===== src/rtl/capture_scheduler_pkg.sv =====
// Shared types and constants for the frame capture scheduler.
package capture_pkg;

   typedef enum logic [1:0] {
      IDLE     = 2'd0,
      WAIT_SOF = 2'd1,
      STREAM   = 2'd2,
      ABORT    = 2'd3
   } state_t;

   localparam logic CAM_HAWK = 1'b0;
   localparam logic CAM_OWL  = 1'b1;

   localparam logic [7:0] TKEEP_ALL = 8'hFF;

endpackage


===== src/rtl/capture_scheduler_if.sv =====
// AXI-Stream style bundle used for both camera inputs and the DMA output.
interface capture_stream_if #(
   parameter int W = 64
);
   logic [W-1:0]   tdata;
   logic [W/8-1:0] tkeep;
   logic           tvalid;
   logic           tuser;
   logic           tlast;
   logic           tready;

   modport master (
      output tdata, tkeep, tvalid, tuser, tlast,
      input  tready
   );

   modport slave (
      input  tdata, tkeep, tvalid, tuser, tlast,
      output tready
   );
endinterface


===== src/rtl/capture_scheduler_watchdog.sv =====
// Idle-cycle watchdog: fires on the cycle the count would reach the limit.
module capture_watchdog #(
   parameter int TO_W = 32
) (
   input  logic            sys_clk,
   input  logic            sys_rst,
   input  logic            i_en,
   input  logic            i_clr,
   input  logic [TO_W-1:0] i_limit,
   output logic            o_fire
);
   localparam logic [TO_W-1:0] ONE = TO_W'(1);

   logic [TO_W-1:0] r_cnt;
   logic            w_run;

   assign w_run  = i_en && (i_limit != '0);
   assign o_fire = w_run && !i_clr && (r_cnt == i_limit - ONE);

   always_ff @(posedge sys_clk) begin
      if (sys_rst || !w_run || i_clr) begin
         r_cnt <= '0;
      end else begin
         r_cnt <= r_cnt + ONE;
      end
   end
endmodule


===== src/rtl/capture_scheduler.sv =====
// One frame per capture request; arbitrates Hawk/Owl onto the S2MM stream.
module capture_scheduler
   import capture_pkg::*;
#(
   parameter int TDATA_W      = 64,
   parameter int PIX_PER_BEAT = 4,
   parameter int TO_W         = 32
) (
   input  logic             sys_clk,
   input  logic             sys_rst,
   input  logic             capture,
   input  logic             camera_sel,
   input  logic [15:0]      hawk_width,
   input  logic [15:0]      hawk_height,
   input  logic [15:0]      owl_width,
   input  logic [15:0]      owl_height,
   input  logic [TO_W-1:0]  timeout_cycles,
   capture_stream_if.slave  hawk,
   capture_stream_if.slave  owl,
   capture_stream_if.master m_axis,
   output logic             in_progress,
   output logic             capture_done,
   output logic             timeout_err,
   output logic             cfg_err,
   output logic [15:0]      frame_count
);
   localparam int SH = $clog2(PIX_PER_BEAT);

   state_t        r_state;
   logic          r_sel;
   logic [30:0]   r_total;
   logic [30:0]   r_beat;
   logic          r_done;
   logic          r_terr;
   logic          r_cerr;
   logic [15:0]   r_fcnt;

   logic [15:0]   w_width;
   logic [15:0]   w_height;
   logic [32:0]   w_round;
   logic [30:0]   w_total;
   logic          w_cfg_ok;

   logic [TDATA_W-1:0] w_sd;
   logic          w_sv;
   logic          w_su;
   logic          w_sel_tready;
   logic          w_hs;
   logic          w_last;
   logic          w_fire;
   logic          w_wd_en;
   logic [TDATA_W-1:0] w_md;
   logic          w_mv;
   logic          w_ml;

   assign w_width  = camera_sel ? owl_width  : hawk_width;
   assign w_height = camera_sel ? owl_height : hawk_height;
   assign w_cfg_ok = (w_width != '0) && (w_height != '0);
   assign w_round  = {1'b0, 32'(w_width) * 32'(w_height)}
                   + 33'(PIX_PER_BEAT - 1);
   assign w_total  = 31'(w_round >> SH);

   assign w_sd   = (r_sel == CAM_OWL) ? owl.tdata  : hawk.tdata;
   assign w_sv   = (r_sel == CAM_OWL) ? owl.tvalid : hawk.tvalid;
   assign w_su   = (r_sel == CAM_OWL) ? owl.tuser  : hawk.tuser;
   assign w_last = (r_beat == r_total - 31'd1);

   always_comb begin
      w_sel_tready = 1'b1;
      w_hs         = 1'b0;
      w_mv         = 1'b0;
      w_md         = '0;
      w_ml         = 1'b0;
      unique case (1'b1)
         (r_state == WAIT_SOF): begin
            // the SOF beat is held back so it becomes the first output beat
            w_sel_tready = !(w_sv && w_su);
            w_hs         = w_sv && !w_su;
         end
         (r_state == STREAM): begin
            w_sel_tready = m_axis.tready;
            w_hs         = w_sv && m_axis.tready;
            w_mv         = w_sv;
            w_md         = w_sd;
            w_ml         = w_last;
         end
         (r_state == ABORT): begin
            w_sel_tready = 1'b0;
            w_mv         = 1'b1;
            w_ml         = 1'b1;
         end
         default: ;
      endcase
   end

   assign hawk.tready = (r_state != IDLE && r_sel == CAM_HAWK)
                      ? w_sel_tready : 1'b1;
   assign owl.tready  = (r_state != IDLE && r_sel == CAM_OWL)
                      ? w_sel_tready : 1'b1;

   assign m_axis.tvalid = w_mv;
   assign m_axis.tdata  = w_md;
   assign m_axis.tlast  = w_ml;
   assign m_axis.tkeep  = TKEEP_ALL;
   assign m_axis.tuser  = 1'b0;

   assign w_wd_en = (r_state == WAIT_SOF) || (r_state == STREAM);

   capture_watchdog #(.TO_W(TO_W)) u_wd (
      .sys_clk (sys_clk),
      .sys_rst (sys_rst),
      .i_en    (w_wd_en),
      .i_clr   (w_hs),
      .i_limit (timeout_cycles),
      .o_fire  (w_fire)
   );

   always_ff @(posedge sys_clk) begin
      if (sys_rst) begin
         r_state <= IDLE;
         r_sel   <= CAM_HAWK;
         r_total <= '0;
         r_beat  <= '0;
         r_done  <= 1'b0;
         r_terr  <= 1'b0;
         r_cerr  <= 1'b0;
         r_fcnt  <= '0;
      end else begin
         r_done <= 1'b0;
         unique case (r_state)
            IDLE: begin
               if (capture && w_cfg_ok) begin
                  r_sel   <= camera_sel;
                  r_total <= w_total;
                  r_beat  <= '0;
                  r_terr  <= 1'b0;
                  r_cerr  <= 1'b0;
                  r_state <= WAIT_SOF;
               end else if (capture) begin
                  r_cerr <= 1'b1;
               end
            end
            WAIT_SOF: begin
               if (w_fire) begin
                  r_terr  <= 1'b1;
                  r_state <= IDLE;
               end else if (w_sv && w_su) begin
                  r_state <= STREAM;
               end
            end
            STREAM: begin
               if (w_hs) begin
                  r_beat <= r_beat + 31'd1;
                  if (w_last) begin
                     r_done  <= 1'b1;
                     r_fcnt  <= r_fcnt + 16'd1;
                     r_state <= IDLE;
                  end
               end else if (w_fire) begin
                  r_terr  <= 1'b1;
                  r_state <= ABORT;
               end
            end
            ABORT: begin
               if (m_axis.tready) r_state <= IDLE;
            end
            default: r_state <= IDLE;
         endcase
      end
   end

   assign in_progress  = (r_state != IDLE);
   assign capture_done = r_done;
   assign timeout_err  = r_terr;
   assign cfg_err      = r_cerr;
   assign frame_count  = r_fcnt;
endmodule


===== src/flat_wrapper.sv =====
// flat-port wrapper written by rule: the top's interface ports become plain ports
module capture_scheduler_flat import capture_pkg::*;
#(
   parameter int TDATA_W      = 64,
   parameter int PIX_PER_BEAT = 4,
   parameter int TO_W         = 32
)
  (sys_clk, sys_rst, capture, camera_sel, hawk_width, hawk_height, owl_width, owl_height, timeout_cycles, in_progress, capture_done, timeout_err, cfg_err, frame_count, hawk_tdata, hawk_tkeep, hawk_tvalid, hawk_tuser, hawk_tlast, hawk_tready, owl_tdata, owl_tkeep, owl_tvalid, owl_tuser, owl_tlast, owl_tready, m_axis_tdata, m_axis_tkeep, m_axis_tvalid, m_axis_tuser, m_axis_tlast, m_axis_tready);
  capture_stream_if hawk_i ();
  capture_stream_if owl_i ();
  capture_stream_if m_axis_i ();
  input  logic sys_clk;
  input  logic sys_rst;
  input  logic capture;
  input  logic camera_sel;
  input  logic [15:0] hawk_width;
  input  logic [15:0] hawk_height;
  input  logic [15:0] owl_width;
  input  logic [15:0] owl_height;
  input  logic [TO_W-1:0] timeout_cycles;
  output logic in_progress;
  output logic capture_done;
  output logic timeout_err;
  output logic cfg_err;
  output logic [15:0] frame_count;
  input wire logic [$bits(hawk_i.tdata)-1:0] hawk_tdata;
  input wire logic [$bits(hawk_i.tkeep)-1:0] hawk_tkeep;
  input wire logic [$bits(hawk_i.tvalid)-1:0] hawk_tvalid;
  input wire logic [$bits(hawk_i.tuser)-1:0] hawk_tuser;
  input wire logic [$bits(hawk_i.tlast)-1:0] hawk_tlast;
  output wire logic [$bits(hawk_i.tready)-1:0] hawk_tready;
  input wire logic [$bits(owl_i.tdata)-1:0] owl_tdata;
  input wire logic [$bits(owl_i.tkeep)-1:0] owl_tkeep;
  input wire logic [$bits(owl_i.tvalid)-1:0] owl_tvalid;
  input wire logic [$bits(owl_i.tuser)-1:0] owl_tuser;
  input wire logic [$bits(owl_i.tlast)-1:0] owl_tlast;
  output wire logic [$bits(owl_i.tready)-1:0] owl_tready;
  output wire logic [$bits(m_axis_i.tdata)-1:0] m_axis_tdata;
  output wire logic [$bits(m_axis_i.tkeep)-1:0] m_axis_tkeep;
  output wire logic [$bits(m_axis_i.tvalid)-1:0] m_axis_tvalid;
  output wire logic [$bits(m_axis_i.tuser)-1:0] m_axis_tuser;
  output wire logic [$bits(m_axis_i.tlast)-1:0] m_axis_tlast;
  input wire logic [$bits(m_axis_i.tready)-1:0] m_axis_tready;
  assign hawk_i.tdata = hawk_tdata;
  assign hawk_i.tkeep = hawk_tkeep;
  assign hawk_i.tvalid = hawk_tvalid;
  assign hawk_i.tuser = hawk_tuser;
  assign hawk_i.tlast = hawk_tlast;
  assign hawk_tready = hawk_i.tready;
  assign owl_i.tdata = owl_tdata;
  assign owl_i.tkeep = owl_tkeep;
  assign owl_i.tvalid = owl_tvalid;
  assign owl_i.tuser = owl_tuser;
  assign owl_i.tlast = owl_tlast;
  assign owl_tready = owl_i.tready;
  assign m_axis_tdata = m_axis_i.tdata;
  assign m_axis_tkeep = m_axis_i.tkeep;
  assign m_axis_tvalid = m_axis_i.tvalid;
  assign m_axis_tuser = m_axis_i.tuser;
  assign m_axis_tlast = m_axis_i.tlast;
  assign m_axis_i.tready = m_axis_tready;
  capture_scheduler #(.TDATA_W(TDATA_W), .PIX_PER_BEAT(PIX_PER_BEAT), .TO_W(TO_W)) u_core (.sys_clk(sys_clk), .sys_rst(sys_rst), .capture(capture), .camera_sel(camera_sel), .hawk_width(hawk_width), .hawk_height(hawk_height), .owl_width(owl_width), .owl_height(owl_height), .timeout_cycles(timeout_cycles), .hawk(hawk_i), .owl(owl_i), .m_axis(m_axis_i), .in_progress(in_progress), .capture_done(capture_done), .timeout_err(timeout_err), .cfg_err(cfg_err), .frame_count(frame_count));
endmodule

===== config.mk =====
export PLATFORM = sky130hd
export DESIGN_NAME = capture_scheduler_flat
export DESIGN_NICKNAME = d
export VERILOG_FILES = /design/src/rtl/capture_scheduler_pkg.sv /design/src/rtl/capture_scheduler_if.sv /design/src/rtl/capture_scheduler_watchdog.sv /design/src/rtl/capture_scheduler.sv /design/src/flat_wrapper.sv
export SDC_FILE = /design/constraint.sdc
export NUM_CORES = 1
export LEC_CHECK = 0
export ABC_AREA = 1
export CORE_MARGIN = 4
export CORE_UTILIZATION = 44
export DETAILED_ROUTE_END_ITERATION = 12
export DONT_BUFFER_PORTS = 1
export PLACE_DENSITY_LB_ADDON = 0.25
export SYNTH_ARGS = -nofsm -noshare
export SYNTH_HDL_FRONTEND = slang
export SYNTH_SLANG_ARGS = --single-unit

===== constraint.sdc =====
create_clock -name sys_clk -period 7.7 [get_ports sys_clk]
set_clock_uncertainty 0.2 [all_clocks]
set_input_delay 1.155 -clock sys_clk [delete_from_list [all_inputs] [get_ports sys_clk]]
set_output_delay 1.155 -clock sys_clk [all_outputs]
set_load 0.02 [all_outputs]

# --- Word-level counts from Yosys, hierarchy flattened ---
# Index checks and enable logic that the tools add are counted.
classes:
  n_reduce_logical: 32
  bitwise: 3
  add_sub_neg: 6
  multipliers: 1
  eq_ne: 12
  mux: 30
op_table:
  columns: ["op", "n"]
  rows:
  - ["64-bit 2-to-1 mux", 2]
  - ["31-bit 2-to-1 mux", 2]
  - ["31-bit one-hot mux with 2 select lines", 1]
  - ["32-bit by 2-bit adder with 33-bit output (second input constant)", 1]
  - ["32-bit by 1-bit adder with 32-bit output (second input constant)", 1]
  - ["32-bit equality test", 1]
  - ["16-bit by 16-bit multiplier with 32-bit output", 1]
  - ["16-bit 2-to-1 mux", 2]
  - ["16-bit nonzero test", 2]
  - ["32-bit nonzero test", 1]
  - ["32-bit by 1-bit subtractor with 32-bit output (second input constant)", 1]
  - ["31-bit by 1-bit adder with 31-bit output (second input constant)", 1]
  - ["31-bit equality test", 1]
  - ["31-bit by 1-bit subtractor with 31-bit output (second input constant)", 1]
  - ["16-bit by 1-bit adder with 16-bit output (second input constant)", 1]
  - ["2-bit 2-to-1 mux", 7]
  - ["1-bit logical AND", 10]
  - ["1-bit 2-to-1 mux", 10]
  - ["3-bit AND reduction", 3]
  - ["2-bit one-hot mux with 4 select lines", 1]
  - ["2-bit != test (second input constant)", 3]
  - ["3-bit != test (second input constant)", 2]
  - ["1-bit one-hot mux with 2 select lines", 3]
  - ["1-bit one-hot mux with 3 select lines", 2]
  - ["other kinds (13)", 24]
word_totals:
  ff_bits: 116
  out_inout_bits: 97
  wordCells: 93
  inputBits: 251

# --- Logic depth before layout (Yosys ltp) ---
# Gate-level depths: netlist of the first run.
depth:
  word_depth: 10
  depth_mapped: 30
  ltp_nobuf: 28

# --- Modules after synthesis ---
# A second synthesis of the first run with hierarchy kept.
hier_totals:
  cells_unflattened: 2951
  hier_area_um2: 19297.3
modules_own_cells:
  columns: ["mod", "instances", "area_per_inst_um2", "cells_per_inst", "seq_area_each_um2"]
  rows:
  - ["capture_scheduler", 1, 16183.0, 2416, 1681.6]
  - ["capture_watchdog", 1, 3114.2, 535, 640.6]

# --- Least setup slack after synthesis of the first run ---
# No wires, ideal clock.
synth_path:
  kind: "input -> register"
  startpoint: "input camera_sel"
  endpoint: "register u_core.r_total[29]"
  t_required_ns: 7.372
  setup_ns: 0.128
  arrival_time_ns: 6.890
  setup_slack_ns: 0.481
  path_buffers: 3
  stages: 27
  cell_sequence: "buf_2 -> buf_2 -> nand2_1 -> o21ai_0 -> inv_1 -> clkbuf_1 -> nand2_1 -> fa_1 -> inv_1 -> fa_1 -> inv_1 -> fa_1 -> inv_1 -> fa_1 -> fa_1 -> inv_1 -> fa_1 -> inv_1 -> ha_1 -> nand2_1 -> o21ai_0 -> a21oi_1 -> o211ai_1 -> nand4_1 -> nand3_1 -> xnor2_1 -> a21oi_1"
synth_via:
  elab_chain_cells: 5
  word_cells_on_any_way: 9
  cone_classes: "add/sub (1); mul (1); mux (2); reduce/logical (5)"
synth_rtl:
  columns: ["item", "line", "text"]
  rows:
  - ["start, declared", "flat_wrapper.sv:15", "input logic camera_sel;"]
  - ["branches (longest 5 deep; another with 32-bit by 2-bit adder with 33-bit output)", null, null]
  - ["end signal, assigned", "capture_scheduler.sv:134", "r_total <= w_total;"]
  - ["end, declared", "capture_scheduler.sv:31", "logic [30:0] r_total;"]
# Parallel ways; which one is timed is not known.
# A chain may end at the register's enable or synchronous reset.

# --- Worst setup path in the final report of the first run ---
layout_path:
  startpoint: "input camera_sel"
  endpoint: "register u_core.r_total[24]"
# The elaborated chain is that of the path after synthesis.

==> out/qor_table.md, run 1 <==
| Group | Metric | This run |
|:---|:---|:---|
| yosys | Synthesized netlist cell count | 2,732 |
| yosys | Count of yosys warnings during synthesis | 0 |
| clock tree | Max H-tree Level | 4 |
| sta | Post-Route Setup TNS | 0 ps |
| route | 1st-pass router iterations | 5 |
| global routing | Antenna violations before repair | 1 |
| clock tree | TritonCTS clock tree | done |
| floorplan | Die extent in y | 212 um |
| route | Total wirelength of the detailed-routed design | 54,200 um |
| finish | Fraction of final layout cells sized beyond drive strength 1 | 0.0533 |
| global routing | Residual overflow from global routing | 0 |
| yosys | Share of the yosys chip area belonging to registers | 0.127 |
| critical path | Slowest cell on the critical path | o21ai_1 |
| route | Remaining DRCs | 0 |
| sta | Post-route fraction of the period consumed by the critical path | 0.899 |
| sta | Pins over their slew limit | 0 |
| floorplan | Starting Density | 0.446 |
| yosys | Most frequent cell after synthesis | nand2_1 |
| finish | Area growth syn-to-layout | 7.34% |
| route | DRC marker count from the first detailed-route iteration | 1,212 |
| clock tree | Clock transition at path regs | 60 ps |
| critical path | Critical path launch point type | primary input |
| floorplan | Ports | 348 |
| global routing | Wire length of the first global-routing pass | 86,700 um |
| clock tree | CTS hold repair buffers | 0 |
| route | Routed Antenna Nets | 0 |
| yosys | Cell Area, Synth | 18,200 um2 |
| critical path | CP endpoint kind | flip-flop |
| finish | Fin nets | 3,289 |
| flow run | Number of maximum-capacitance violations | 0 |
| yosys | Mean post-synth cell area | 6.67 um2 |
| floorplan | Core ar. | 40,900 um2 |
| sta | Setup repair after global routing missed its margin | false |
| critical path | Critical path class | primary input to flip-flop |
| critical path | Crit path buffers/inverters | 9 |
| sta | Slew HR | 0.268 |
| min path | Classification of the worst-slack hold path | flip-flop to flip-flop |
| yosys | Most common library cells after synthesis | nand2_1 (535), nor2_1 (483), inv_1 (449) |
| critical path | Largest fanout of any net on the critical path | 65 |
| floorplan | Area of the die | 44,800 um2 |
| sta | Min Clock Period, post-route | 6920 ps |
| yosys | Synth top area share | 0.215 |
| clock tree | TritonCTS Sinks | 116 |
| critical path | Required time reported for the critical path endpoint | 7800 ps |
| yosys | Prevailing post-synth register cell | dfxtp_1 |
| global routing | Largest net degree at the start of global routing | 73 |
| critical path | Slowest stage delay, CP | 640 ps |
| yosys | Netlist cell types | 54 |
| placed design | Buffers added on ports | 0 |
| yosys | Share of async-settable or async-resettable flops after synthesis | 0 |
| clock tree | Clock root cell | clkbuf_16 |
| placed design | Gpl congestion | 0.951 |
| sta | Slew of the pin with the lowest slew margin | 1100 ps |
| critical path | CP top delay family | adder cells |
| yosys | Total of flip-flops plus latches after synthesis | 116 |
| critical path | Worst Path Arrival | 7010 ps |
| clock tree | CTS Buf Count | 17 |
| yosys | EDFF count, synth | 0 |
| run status | Status | finished, final reports clean |
| route | Wire per inst | 16.6 um |
| global routing | Vias in the first global route | 17,200 |
| route | Via Count | 17,400 |
| route | Detail-routed via count per cell | 5.32 |
| yosys | Most area-hungry cell type in the Yosys netlist | fa_1 |
| global routing | GRT Resource Usage Total | 0.238 |
| clock tree | Clock buffer depth | 2 |
| clock tree | Source-to-sink clock delay at the later pin of the worst-skew pair | 420 ps |
| sta | Maximum frequency from static timing analysis | 0.145 GHz |
| floorplan | Die extent in x | 212 um |
| clock tree | Post-CTS setup buffers | 0 |
| sta | # setup viols final | 0 |
| clock tree | Count of instances resized after the clock tree is built | 0 |
| placed design | Placed wire-length estimate after detailed placement | 45,100 um |
| sta | Hold violation count in the final report | 0 |
| yosys | Area contributors post-synth | fa_1 (22%), dfxtp_1 (13%), nand2_1 (11%), nor2_1 (9.9%), inv_1 (9.2%) |
| critical path | Most numerous cell on the critical path | inv_1 |
| floorplan | Number of placement rows | 74 |
==> worst paths after layout <==
kind	startpoint	to	slack, ps	depth (start not counted)
worst max-delay path	camera_sel	u_core.r_total[24]	780	26
worst min register to register	u_core.u_wd.r_cnt[0]	u_core.u_wd.r_cnt[0]	280	1
worst min-delay path	u_core.u_wd.r_cnt[0]	u_core.u_wd.r_cnt[0]	280	1
worst max register to register	u_core.r_sel	u_core.r_beat[28]	3390	17
==> cells by family (layout without fill, tap and decap cells) <==
kind of cell             count (synthesis)  after routing  synth area share
buffers and inverters                  557            555             0.118
other                                    2             11          0.000412
flip-flops                             116            116             0.127
XOR/XNOR                               118            118            0.0567
AO/OA/AOI/OAI                          348            348             0.105
adder cells (fa/ha/maj)                314            314             0.296
AND/OR/NAND/NOR                       1277           1277             0.297
==> layout make-up <==
| class | instances | area [um2] |
|---|---|---|
| antenna | 2 | 5.00 |
| clock buffer | 21 | 460 |
| clock inverter | 11 | 174 |
| fill | 4167 | 21400 |
| inverter | 471 | 1770 |
| multi-input combinational | 2066 | 13800 |
| sequential | 116 | 2320 |
| tap | 532 | 666 |
| timing repair buffer | 52 | 390 |
==> cell usage in the layout, fill, tap and decap left out, types with 5 or more instances in the layout <==
| master | netlist | routed |
|---|---|---|
| nor2_1 | 483 | 483 |
| a31oi_1 | 5 | 5 |
| nand4_1 | 60 | 60 |
| nor2_4 | 6 | 6 |
| nand2_1 | 535 | 535 |
| nand2_2 | 7 | 7 |
| o21ai_1 | 14 | 14 |
| a21oi_1 | 124 | 124 |
| nand3_2 | 6 | 6 |
| inv_2 | 11 | 11 |
| conb_1 | 2 | 9 |
| nand3_1 | 87 | 87 |
| a211oi_1 | 6 | 6 |
| xnor2_1 | 41 | 41 |
| o21bai_1 | 10 | 10 |
| nor3b_1 | 8 | 8 |
| nor3_1 | 38 | 38 |
| nor2_2 | 5 | 5 |
| xor2_1 | 77 | 77 |
| inv_1 | 449 | 449 |
| ha_1 | 118 | 117 |
| fa_1 | 196 | 196 |
| o21ai_2 | 11 | 11 |
| dfxtp_1 | 116 | 115 |
| nor4_1 | 13 | 13 |
| buf_4 | 9 | 52 |
| nand3b_1 | 10 | 10 |
| or2_2 | 8 | 8 |
| o21ai_0 | 153 | 153 |
| clkinv_1 | 11 | 11 |
| clkbuf_16 | 0 | 17 |
| o21a_1 | 5 | 5 |
==> sequential cells by signal, indices dropped and copies added (netlist names) <==
signal and cells:
u_core.cfg_err 1, u_core.frame_count 16, u_core.u_wd.r_cnt 32, u_core.r_total 31, u_core.capture_done 1, u_core.r_beat 31, u_core.timeout_err 1, u_core.r_state 2
u_core.r_sel 1
==> per-layer routing <==
layer / GRT usage / routed length [um] / vias to the layer above
met4: 0.0762 / 1600 / 0
met2: 0.426 / 26700 / 657
met3: 0.0302 / 3930 / 102
met1: 0.300 / 22000 / 8144
met5: 0 / 0 / -
li1: - / - / 8486
==> through the flow <==
step | cells | setup slack [ps] | area [um2] | hold WS [ps] | util
after floorplan | 2739 | 481 | 18300 | 241 | -
after global placement | 3237 | 368 | 18900 | 251 | 0.463
after detailed placement | 3237 | 418 | 18900 | 275 | 0.463
after CTS | 3269 | 847 | 19600 | 286 | 0.478
after global routing | 3271 | 459 | 19600 | 307 | 0.478
final | 3271 | 780 | 19600 | 278 | 0.478
==> worst register-to-register path, stage by stage (launching register included) <==
cell,delay (ps)
dfxtp_2,300
buf_4,280
inv_2,890
nand2_1,120
nand2_1,160
nand3_1,120
nor2_1,100
inv_1,80
nor2_4,380
inv_1,190
o21ai_1,140
nand2_2,210
inv_2,290
nand2_1,210
nor2_1,210
nand2_1,90
nor3b_1,180
nor2_1,60
Power of run 1 is not shown: default switching activity piles up to over one toggle a cycle in this logic, so the estimate is an artifact.
==> run 2, diff against run 1 <==
--- a/config.mk
+++ b/config.mk
@@ -7,7 +7,8 @@
 export LEC_CHECK = 0
 export ABC_AREA = 1
 export CORE_MARGIN = 4
-export CORE_UTILIZATION = 44
+export CORE_UTILIZATION = 50
+export CTS_CLUSTER_SIZE = 20
 export DETAILED_ROUTE_END_ITERATION = 12
 export DONT_BUFFER_PORTS = 1
 export PLACE_DENSITY_LB_ADDON = 0.25
==> run 2 against run 1 <==
Net effect:
- hold slack better by 3.5 ps
- critical path depth decreased by 1
- fmax down 0.89%
- register-to-register slack worse by 360 ps
- non-clock buffer count fell by 3
- utilization rose by 6.6 points
- sequential share of layout area is 0.082 points higher
- design area shrank 0.68%
- final cell count is 2.0% lower
- first-iteration DRC count up 0.41%
- wire length grew 11%
- critical path type unchanged
==> out/qor_table.md, run 2 (synthesis results as in run 1) <==
| Group | Metric | This run | Change |
|:---|:---|:---|:---|
| run status | Status | finished, final reports clean |  |
| finish | Area growth syn-to-layout | 6.60% |  |
| finish | Commonest non-fill, non-tap cell in the layout | nand2_1 |  |
| global routing | Largest net degree at the start of global routing | 74 | +1.4% |
| placed design | Cells after DPL | 3,163 | -2.3% |
| global routing | Antenna violations before repair | 10 | +9 |
| finish | Commonest non-fill, non-tap cells in the layout | nand2_1 (535), nor2_1 (483), inv_1 (449) |  |
| finish | Number of cells in the finished layout apart from fillers | 3,205 | -2.0% |
| route | Via Count | 17,700 | +2.0% |
| critical path | Worst Path Arrival | 7090 ps | +80 ps |
| critical path | Slowest stage delay, CP | 540 ps | -100 ps |
| sta | Hold violation count in the final report | 0 | unchanged |
| global routing | Vias in the first global route | 17,700 | +2.7% |
| sta | Maximum frequency from static timing analysis | 0.143 GHz | -0.89% |
| placed design | Placed wire-length estimate after detailed placement | 49,600 um | +9.9% |
| sta | Min Clock Period, post-route | 6980 ps | +62.3 ps |
| route | DRC marker count from the first detailed-route iteration | 1,217 | +0.41% |
| sta | Pins over their slew limit | 0 | unchanged |
| finish | Largest reg by FF count | u_core.u_wd.r_cnt |  |
| clock tree | Clock transition at path regs | 60 ps | about the same |
| sta | Slew HR | 0.251 | -0.0163 |
| clock tree | Source-to-sink clock delay at the later pin of the worst-skew pair | 440 ps | +20 ps |
| sta | Setup repair after global routing missed its margin | false |  |
| finish | Post-route cell area | 19,400 um2 | -0.68% |
| finish | Fraction of final layout cells sized beyond drive strength 1 | 0.0527 | -0.000673 |
| route | Remaining DRCs | 0 | unchanged |
| min path | Hold Path Origin | u_core.r_total[1] |  |
| sta | Slew of the pin with the lowest slew margin | 1120 ps | +24.4 ps |
| critical path | Startpoint of the most critical register-to-register path | u_core.r_sel |  |
| route | Routed Antenna Nets | 0 | unchanged |
| sta | Final worst-path setup slack | 718 ps | -62.3 ps |
| finish | Fin nets | 3,286 | -0.091% |
| critical path | FF-to-FF path depth | 17 | unchanged |
| clock tree | CTS Buf Count | 17 | unchanged |
| min path | Worst hold stages | 2 | +1 |
| flow run | Number of maximum-capacitance violations | 0 | unchanged |
| placed design | Buffers added on ports | 0 | unchanged |
| placed design | Placement Setup Slack | 353 ps | -64.4 ps |
| global routing | Wire length of the first global-routing pass | 93,800 um | +8.1% |
| floorplan | Area of the die | 39,600 um2 | -12% |
| floorplan | Core ar. | 35,700 um2 | -13% |
| floorplan | Die extent in y | 199 um | -6.0% |
| finish | Leading registers by flop count | u_core.u_wd.r_cnt x32, u_core.r_beat x31, u_core.r_total x31 |  |
| global routing | Residual overflow from global routing | 0 | unchanged |
| critical path | Required time reported for the critical path endpoint | 7810 ps | about the same |
| clock tree | Count of instances resized after the clock tree is built | 0 | unchanged |
| route | 1st-pass router iterations | 6 | +1 |
| clock tree | Clock root cell | clkbuf_16 |  |
| sta | Post-Route Setup TNS | 0 ps | unchanged |
| clock tree | Post-CTS setup buffers | 0 | unchanged |
| clock tree | TritonCTS clock tree | done |  |
| clock tree | Clock buffer depth | 2 | unchanged |
| global routing | GRT Resource Usage Total | 0.303 | +0.0648 |
| floorplan | Die extent in x | 199 um | -6.0% |
| critical path | Slowest cell on the critical path | fa_1 |  |
| floorplan | Number of placement rows | 69 | -6.8% |
| clock tree | CTS hold repair buffers | 0 | unchanged |
| route | Wire per inst | 18.8 um | +13% |
| sta | # setup viols final | 0 | unchanged |
| critical path | CP endpoint kind | flip-flop |  |
| placed design | Placement-stage cell area | 18,800 um2 | -0.59% |
| floorplan | Ports | 348 | unchanged |
| floorplan | Starting Density | 0.510 | +0.0646 |
| critical path | Critical path class | primary input to flip-flop |  |
| critical path | Setup slack of the most critical reg-to-reg path | 3030 ps | -360 ps |
| min path | Classification of the worst-slack hold path | flip-flop to flip-flop |  |
| clock tree | TritonCTS Sinks | 116 | unchanged |
| critical path | Critical path launch point type | primary input |  |
| clock tree | Max H-tree Level | 4 | unchanged |
| min path | Worst hold path endpoint | u_core.r_total[1] |  |
| sta | Post-route fraction of the period consumed by the critical path | 0.907 | +0.00809 |
| critical path | R2R Path End | u_core.r_beat[28] |  |
| critical path | Largest fanout of any net on the critical path | 65 | unchanged |
| finish | Number of flip-flops in the largest register | 32 | unchanged |
| route | Total wirelength of the detailed-routed design | 60,100 um | +11% |
| placed design | Gpl congestion | 0.954 | +0.32% |
| route | Detail-routed via count per cell | 5.53 | +4.1% |
## run 2: area by class of cell
| cell class | count | area, um2 |
|---|---|---|
| diodes | 10 | 25.0 |
| clock buffers | 19 | 443 |
| clock inverters | 13 | 149 |
| fillers | 3472 | 16300 |
| inverters | 471 | 1770 |
| multi-input cells | 2066 | 13800 |
| flip-flops and latches | 116 | 2320 |
| well taps | 461 | 577 |
| repair buffers | 49 | 368 |
## run 2: worst max-delay path, delay by kind of cell
| family | cells | cell delay (ps) |
|---|---|---|
| xor gates and xnor gates | 1 | 240 |
| adders and majority gates | 7 | 3080 |
| and+or+nand+nor | 4 | 460 |
| AOI/OAI and AO/OA | 5 | 1090 |
| buffers and inverters | 8 | 1030 |
## run 2: through the flow
stage / hold slack, ps / util
floorplan: 241 / -
global placement: 256 / 0.527
detailed placement: 275 / 0.527
CTS: 285 / 0.543
global route: 310 / 0.544
finish: 281 / 0.544
## run 2: how the worst max path moves through the flow
stage / startpoint / endpoint / slack (ps)
after global placement: camera_sel / u_core.r_total[30] / 430
after detailed placement: camera_sel / u_core.r_total[24] / 350
after global routing: camera_sel / u_core.r_total[24] / 380
after CTS: camera_sel / u_core.r_total[24] / 830
after floorplan: camera_sel / u_core.r_total[29] / 480
final: camera_sel / u_core.r_total[30] / 720
## run 2: routing by layer
| metal | part of all wire | vias to the layer above | track usage |
|---|---|---|---|
| li1 | - | 8501 | - |
| met1 | 0.37 | 8288 | 0.338 |
| met2 | 0.49 | 775 | 0.526 |
| met3 | 0.081 | 173 | 0.0735 |
| met4 | 0.061 | 2 | 0.180 |
| met5 | 0.00018 | - | 0 |
Power of run 2 is left out for the same reason.
